--- config.mk ---
export PLATFORM = sky130hd
export DESIGN_NAME = reset_sequencer
export DESIGN_NICKNAME = d
export VERILOG_FILES = /design/src/rtl/reset_seq_pkg.sv /design/src/rtl/reset_debounce.sv /design/src/rtl/reset_sequencer.sv
export SDC_FILE = /design/constraint.sdc
export NUM_CORES = 1
export LEC_CHECK = 0
export CORE_MARGIN = 2
export CORE_UTILIZATION = 45
export CTS_BUF_LIST = sky130_fd_sc_hd__clkbuf_16
export CTS_CLUSTER_DIAMETER = 120
export CTS_CLUSTER_SIZE = 24
export DETAILED_ROUTE_END_ITERATION = 6
export GPL_TIMING_DRIVEN = 0
export PLACE_DENSITY = 0.85
export SETUP_SLACK_MARGIN = 0.02
export SYNTH_ARGS = -nofsm -noshare
export SYNTH_HDL_FRONTEND = slang
export SYNTH_SLANG_ARGS = --single-unit
--- constraint.sdc ---
create_clock -name clk -period 1.5 [get_ports clk]
set_input_delay 0.45 -clock clk [delete_from_list [all_inputs] [get_ports clk]]
set_output_delay 0.45 -clock clk [all_outputs]
set_load 0.05 [all_outputs]
--- src/rtl/reset_seq_pkg.sv ---
// Shared types and constants for the reset sequencer: FSM states and
// reset-cause bit positions.
package reset_seq_pkg;

  localparam int CAUSE_W   = 8;
  localparam int CAUSE_POR = 0;
  localparam int CAUSE_WDT = 1;
  localparam int CAUSE_EXT = 2;
  localparam int CAUSE_SW  = 3;

  typedef enum logic [1:0] {
    HOLD    = 2'd0,
    STAGGER = 2'd1,
    RUN     = 2'd2
  } state_t;

endpackage

--- src/rtl/reset_debounce.sv ---
// Conditions the asynchronous external reset button into a clean active-high
// request. Optional debounce filter enabled by defining RESET_DEBOUNCE_EN.
module reset_debounce #(
  parameter int DEBOUNCE_BITS = 10
) (
  input  logic clk,
  input  logic reset_n,
  input  logic ext_reset_n,
  output logic ext_req
);

  logic sync1_reg;
  logic sync2_reg;

  // Synchronizer parks at the button's inactive (high) level.
  always_ff @(posedge clk) begin
    if (!reset_n) begin
      sync1_reg <= 1'b1;
      sync2_reg <= 1'b1;
    end else begin
      sync1_reg <= ext_reset_n;
      sync2_reg <= sync1_reg;
    end
  end

  if (DEBOUNCE_BITS < 1) begin : g_bad_cfg
    $error("DEBOUNCE_BITS must be at least 1");
  end

`ifdef RESET_DEBOUNCE_EN
  localparam logic [DEBOUNCE_BITS-1:0] DB_LAST = '1;

  logic [DEBOUNCE_BITS-1:0] db_cnt_reg;
  logic [DEBOUNCE_BITS-1:0] db_cnt_next;
  logic                     req_reg;
  logic                     req_next;

  // Count consecutive samples disagreeing with the current request; flip on
  // the 2^DEBOUNCE_BITS-th one, restart on any agreeing sample.
  always_comb begin
    db_cnt_next = '0;
    req_next    = req_reg;
    if ((~sync2_reg) != req_reg) begin
      if (db_cnt_reg == DB_LAST) begin
        req_next = ~req_reg;
      end else begin
        db_cnt_next = db_cnt_reg + 1'b1;
      end
    end
  end

  always_ff @(posedge clk) begin
    if (!reset_n) begin
      db_cnt_reg <= '0;
      req_reg    <= 1'b0;
    end else begin
      db_cnt_reg <= db_cnt_next;
      req_reg    <= req_next;
    end
  end

  assign ext_req = req_reg;
`else
  assign ext_req = ~sync2_reg;
`endif

endmodule

--- src/rtl/reset_sequencer.sv ---
// Reset sequencer: merges reset requests, stretches and staggers the
// peripheral/CPU resets, keeps a sticky cause register. Debounce: RESET_DEBOUNCE_EN.
module reset_sequencer
  import reset_seq_pkg::*;
#(
  parameter int HOLD_CYCLES    = 64,
  parameter int STAGGER_CYCLES = 16,
  parameter int DEBOUNCE_BITS  = 10
) (
  input  logic               clk,
  input  logic               reset_n,
  input  logic               wdt_reset,
  input  logic               ext_reset_n,
  input  logic               sw_reset,
  input  logic               cause_write,
  input  logic [CAUSE_W-1:0] cause_in,
  output logic               periph_reset,
  output logic               cpu_reset,
  output logic [CAUSE_W-1:0] cause_out
);

  localparam int CNT_MAX = (HOLD_CYCLES > STAGGER_CYCLES) ? HOLD_CYCLES : STAGGER_CYCLES;
  localparam int CNT_W   = $clog2(CNT_MAX + 1);
  localparam logic [CNT_W-1:0]   CNT_SAT      = '1;
  localparam logic [CNT_W-1:0]   HOLD_LAST    = CNT_W'(HOLD_CYCLES - 1);
  localparam logic [CNT_W-1:0]   STAGGER_LAST = CNT_W'((STAGGER_CYCLES > 0) ? STAGGER_CYCLES - 1 : 0);
  localparam logic [CAUSE_W-1:0] CAUSE_MASK   = CAUSE_W'(8'h0F);

  if (HOLD_CYCLES < 1 || STAGGER_CYCLES < 0) begin : g_bad_cfg
    $error("HOLD_CYCLES must be >= 1 and STAGGER_CYCLES >= 0");
  end

  state_t             state_reg, state_next;
  logic [CNT_W-1:0]   cnt_reg, cnt_next, cnt_inc;
  logic [CAUSE_W-1:0] cause_reg, cause_next, cause_set, cause_clr;
  logic               periph_reg, cpu_reg;
  logic               ext_req;
  logic               req;

  reset_debounce #(
    .DEBOUNCE_BITS(DEBOUNCE_BITS)
  ) u_debounce (
    .clk        (clk),
    .reset_n    (reset_n),
    .ext_reset_n(ext_reset_n),
    .ext_req    (ext_req)
  );

  assign req = wdt_reset | sw_reset | ext_req;

  always_comb begin
    state_next = state_reg;
    cnt_next   = cnt_reg;
    cnt_inc    = (cnt_reg == CNT_SAT) ? cnt_reg : cnt_reg + 1'b1;
    if (req) begin
      state_next = HOLD;
      cnt_next   = '0;
    end else begin
      case (state_reg)
        HOLD: begin
          if (cnt_reg == HOLD_LAST) begin
            state_next = (STAGGER_CYCLES == 0) ? RUN : STAGGER;
            cnt_next   = '0;
          end else begin
            cnt_next = cnt_inc;
          end
        end
        STAGGER: begin
          if (cnt_reg == STAGGER_LAST) begin
            state_next = RUN;
            cnt_next   = '0;
          end else begin
            cnt_next = cnt_inc;
          end
        end
        RUN:     cnt_next = '0;
        default: begin
          state_next = HOLD;
          cnt_next   = '0;
        end
      endcase
    end
  end

  // A source active in the same cycle as a clearing write keeps its bit set.
  always_comb begin
    cause_set            = '0;
    cause_set[CAUSE_WDT] = wdt_reset;
    cause_set[CAUSE_EXT] = ext_req;
    cause_set[CAUSE_SW]  = sw_reset;
    cause_clr            = cause_write ? cause_in : '0;
    cause_next           = ((cause_reg & ~cause_clr) | cause_set) & CAUSE_MASK;
  end

  always_ff @(posedge clk) begin
    if (!reset_n) begin
      state_reg            <= HOLD;
      cnt_reg              <= '0;
      periph_reg           <= 1'b1;
      cpu_reg              <= 1'b1;
      cause_reg            <= '0;
      cause_reg[CAUSE_POR] <= 1'b1;
    end else begin
      state_reg  <= state_next;
      cnt_reg    <= cnt_next;
      periph_reg <= (state_next == HOLD);
      cpu_reg    <= (state_next != RUN);
      cause_reg  <= cause_next;
    end
  end

  assign periph_reset = periph_reg;
  assign cpu_reset    = cpu_reg;
  assign cause_out    = cause_reg;

endmodule

; ---- Word level (Yosys, flattened, before mapping)
; Index checks and enable logic that the tools add are counted.
; W data, S select, Z words.
[op_classes]
n_bitwise = 7
n_eq_ne = 6
n_reduce_logical = 3
addsub = 1
muxes = 9
[ops]
columns = cell, n
row1 = $mux W7, 3
row2 = $pmux W7 S2, 1
row3 = $add A7 B1 Y7 const B, 1
row4 = $eq A7 B4 Y1 const B, 1
row5 = $eq A7 B6 Y1 const B, 1
row6 = $eq A7 B7 Y1 const B, 1
row7 = $mux W2, 3
row8 = $pmux W2 S3, 1
row9 = $and A4 B4 Y4, 1
row10 = $logic_not A2 Y1, 2
row11 = $mux W4, 1
row12 = $not A4 Y4, 1
row13 = $or A4 B4 Y4, 1
row14 = $eq A2 B1 Y1 const B, 1
row15 = $eq A2 B2 Y1 const B, 1
row16 = $ne A2 B2 Y1 const B, 1
row17 = $not A1 Y1, 2
row18 = $or A1 B1 Y1, 2
row19 = $reduce_or A2 Y1, 1
[word_totals]
regBits = 17
word_cells = 33
out_inout_bits = 10
inputBits = 14

; ---- Longest topological paths before layout
[logic_depth]
ltp_word = 5
ltp_mapped = 5
depth_no_buf = 4

; ---- Modules after synthesis
; A second synthesis with hierarchy kept.
[unflattened]
hier_cells = 89
hier_area_um2 = 827.0
[modules_own_cells]
columns = mod, cells_per_inst, area_each_um2, seq_area_each_um2, n_inst
row1 = reset_sequencer, 84, 770.7, 300.3, 1
row2 = reset_debounce, 5, 56.3, 40.0, 1

; ---- Worst setup path before layout
; No wires, ideal clock.
[synth_path]
kind = input -> register
start = input port wdt_reset
end = register cnt_reg[3]
t_required_ns = 1.397
path_buffers = 1
t_arrival_ns = 1.215
cell_stages = 4
setup_time_ns = 0.103
slack_ns = 0.182
cell_sequence = and4bb_4 -> nand2b_2 -> buf_6 -> a2111oi_2
[synth_between]
elab_chain_cells = 3
[synth_lines]
columns = element, line_no
row1 = start: declaration, reset_sequencer.sv:12  ; input logic wdt_reset,
row2 = $or A1 B1 Y1 (2 in a row), reset_sequencer.sv:49  ; assign req = wdt_reset | sw_reset | ext_req;
row3 = $reduce_or A2 Y1 (no line), n/a
row4 = end signal: assignment, reset_sequencer.sv:105  ; cnt_reg <= cnt_next;
row5 = end: declaration, reset_sequencer.sv:34  ; logic [CNT_W-1:0] cnt_reg, cnt_next, cnt_inc;
; Every way passes these cells.
; A chain may end at the register's enable or synchronous reset.

; ---- Worst setup path after layout
[layout_path]
start = register cnt_reg[0]
end = register periph_reg (netlist: periph_reset)
[layout_between]
elab_chain_cells = 5
elab_cells_between_ends = 7
classes_between = eq/ne (2) / mux (4) / reduce/logical (1)
[layout_lines]
columns = element, line_no
row1 = $eq A7 B4 Y1 / $eq A7 B6 Y1 (equally long branches), "reset_sequencer.sv:69, reset_sequencer.sv:61"
row2 = $mux W2 (on tied branches), "reset_sequencer.sv:69, reset_sequencer.sv:61"
row3 = $pmux W2 S3 (*), reset_sequencer.sv:59  ; case (state_reg)
row4 = $mux W2 (*), reset_sequencer.sv:55  ; if (req) begin
row5 = $logic_not A2 Y1 (*), reset_sequencer.sv:106  ; periph_reg <= (state_next == HOLD);
row6 = end signal: assignment, reset_sequencer.sv:106
row7 = end: declaration, reset_sequencer.sv:36  ; logic periph_reg, cpu_reg;
; Every way passes the cells marked *; elsewhere a longest branch is shown, timed or not.

==> results.json <==
{
  "gp_congestion": 0.776,
  "synth.ff_latch_count": 17,
  "diodes": 0,
  "syn-cell-area_um2": 840,
  "yosysSeqAreaShare": 0.405,
  "syn_avg_cell_area_um2": 9.54,
  "hold_viol": 0,
  "cts_buffers": 3,
  "stdcell_count": 138,
  "post-place-ws_ns": -0.386,
  "die_x_um": 47.2,
  "grt_max_degree": 11,
  "drt-total-wl_um": 1710,
  "wire_per_inst_um": 12.4,
  "drive_gt1_frac": 0.310,
  "powerDensity_nw_per_um2": 946,
  "peakVddDrop_v": 0.000738,
  "hpwl_um": 1110,
  "syn_inst": 88,
  "total_power_mw": 1.12,
  "io_pins": 24,
  "maxCapViolations": 0,
  "end_kind": "register",
  "vias": 704,
  "fin_ws_ns": 0.0826,
  "core_area_um2": 1750,
  "critical_path_required_ns": 1.64,
  "drt-initial-drc-count": 10,
  "cp.arrival_ns": 1.56,
  "die_y_um": 47.2,
  "clock_sinks": 17,
  "cts.reportedPaths.clkPinSlew_ns": 0.05,
  "setup_viol": 0,
  "grt_util_all_layers": 0.184,
  "rows": 15,
  "detail-route-antenna-nets": 0,
  "crit_fanout": 7,
  "period_share": 0.945,
  "final_nets": 129,
  "crit_type": "reg2reg",
  "die_area_um2": 2230,
  "drv_slew": 0,
  "cts_root_buffer": "clkbuf_16",
  "first_pass_iters": 6,
  "grt_pass1_wl_um": 2820,
  "clock_skew_ns": 0.00242,
  "drc_errors": 0,
  "clock_path_buffers": 2,
  "syn2layout_area_growth_pct": 40.4,
  "clock_latency_ns": 0.25,
  "grt_pass1_vias": 637,
  "io_buffers": 15,
  "p_leak_nw": 0.417,
  "synthDistinctLibCells": 39,
  "reg2reg_slack_ns": 0.08,
  "cts_hold_buf": 0,
  "antenna_found_initial": 0,
  "max_freq_ghz": 0.705,
  "fin_crit_ns": 1.42,
  "cts_tree": "built",
  "viasPerCell": 5.10,
  "outcome": "finished clean",
  "hold_path.class": "reg2reg",
  "largest_reg_flops": 7,
  "rsz0062_at_grt": "false",
  "critPathLaunchType": "register",
  "ys.warnings.count": 0,
  "dp.cells": 131,
  "cts.htree.levels": 1,
  "grt_overflow_total": 0,
  "start_util": 0.481
}
## cells in the mapped netlist
master | instances | share of area
buf_6 | 1 | 0.013
a41oi_1 | 1 | 0.010
a211oi_1 | 2 | 0.018
buf_4 | 6 | 0.054
a2111oi_2 | 2 | 0.036
or3b_4 | 1 | 0.013
a31oi_1 | 1 | 0.0075
ha_1 | 1 | 0.015
and4bb_4 | 1 | 0.019
conb_1 | 1 | 0.0045
dfxtp_1 | 17 | 0.41
or3b_1 | 1 | 0.010
a21boi_0 | 1 | 0.0089
nand2b_2 | 1 | 0.010
nor3_1 | 1 | 0.0060
a21o_1 | 1 | 0.0089
and2b_2 | 1 | 0.010
nor2_1 | 3 | 0.013
nor4b_2 | 1 | 0.018
a21oi_4 | 1 | 0.019
nand4b_1 | 2 | 0.021
nand3b_1 | 1 | 0.0089
nor2b_1 | 2 | 0.015
a211oi_2 | 1 | 0.015
inv_1 | 1 | 0.0045
o21ai_0 | 3 | 0.018
nor4_2 | 1 | 0.015
o21a_1 | 1 | 0.0089
buf_2 | 1 | 0.0060
nor3_2 | 1 | 0.012
or2b_1 | 2 | 0.018
nand2_1 | 13 | 0.058
nand3_1 | 5 | 0.030
o21ba_2 | 1 | 0.012
and3_1 | 1 | 0.0075
o21ai_1 | 1 | 0.0060
a311oi_1 | 1 | 0.010
and3_2 | 1 | 0.0089
a21oi_1 | 4 | 0.024
## where the power goes
part | total, mW | switching [mW] | internal (mW)
Sequential | 0.469 | 0.00552 | 0.463
Combinational | 0.117 | 0.0681 | 0.0492
Clock | 0.530 | 0.173 | 0.357
Total | 1.12 | 0.247 | 0.869
## worst max-delay path, cell delays in order, from the launching register on
cell and delay [ns]:
dfxtp_1 0.40, ha_2 0.27, and3_1 0.16, buf_2 0.16, nand4b_1 0.14, a21o_1 0.18
## path summary, 6_finish.rpt
| check | to | from | depth (start not counted) |
|---|---|---|---|
| min | u_debounce.sync2_reg$_SDFF_PN1_ | u_debounce.sync1_reg$_SDFF_PN1_ | 1 |
| max | periph_reset$_SDFF_PN1_ | cnt_reg[0]$_SDFF_PP0_ | 5 |
| min reg2reg | u_debounce.sync2_reg$_SDFF_PN1_ | u_debounce.sync1_reg$_SDFF_PN1_ | 1 |
| max reg2reg | periph_reset$_SDFF_PN1_ | cnt_reg[0]$_SDFF_PP0_ | 5 |
## metrics by stage
step           hold slack, ns  instance area (um2)   util  setup TNS [ns]
2_1_floorplan           0.385                  851      -               0
5_1_grt                 0.425                 1180  0.675               0
4_1_cts                 0.412                 1170  0.670               0
3_3_place_gp            0.393                 1030  0.591           -2.72
3_5_place_dp            0.396                 1030  0.591           -2.85
6_report                0.415                 1180  0.675               0
## placed cells by master, fill, tap and decap left out, drive strengths merged, types with 2 or more instances in the layout
master / count
clkdlybuf4s50: 6
and3: 2
a2111oi: 2
a211oi: 3
nand4b: 2
nor2: 3
nor3: 2
dfxtp: 17
nand3: 5
dlygate4sd2: 3
o21ai: 4
or3b: 2
nand2: 13
clkdlybuf4s15: 6
buf: 11
conb: 4
or2b: 2
a21oi: 5
nor2b: 2
clkbuf: 3
## area by class of cell
class / count / area (um2)
timing repair buffer: 18 / 189
clock buffer: 3 / 75.1
buffer: 8 / 61.3
clock inverter: 1 / 5.00
inverter: 1 / 3.75
multi-input combinational: 65 / 473
sequential: 17 / 340
fill: 142 / 567
tap: 25 / 31.3
## cells by family after synthesis
| family | synth area share |
|---|---|
| fa+ha+maj | 0.0149 |
| other cells | 0.00447 |
| flops | 0.405 |
| compound gates | 0.203 |
| buf+inv | 0.0775 |
| simple gates | 0.295 |
## routing by layer
layer	wire (um)	part of all wire	track usage
met1	729	0.43	0.205
met2	868	0.51	0.337
met3	84	0.049	0.0346
met4	30	0.018	0.0833
met5	0	0	0
## timing repair
item,4_1_cts,5_1_grt
pin swaps,1,1
endpoints found under the setup margin,12,10
resized for setup,23,1
endpoints found under the hold margin,0,0
buffers inserted,2,1
No activity file was read; power rests on OpenSTA's default activity.
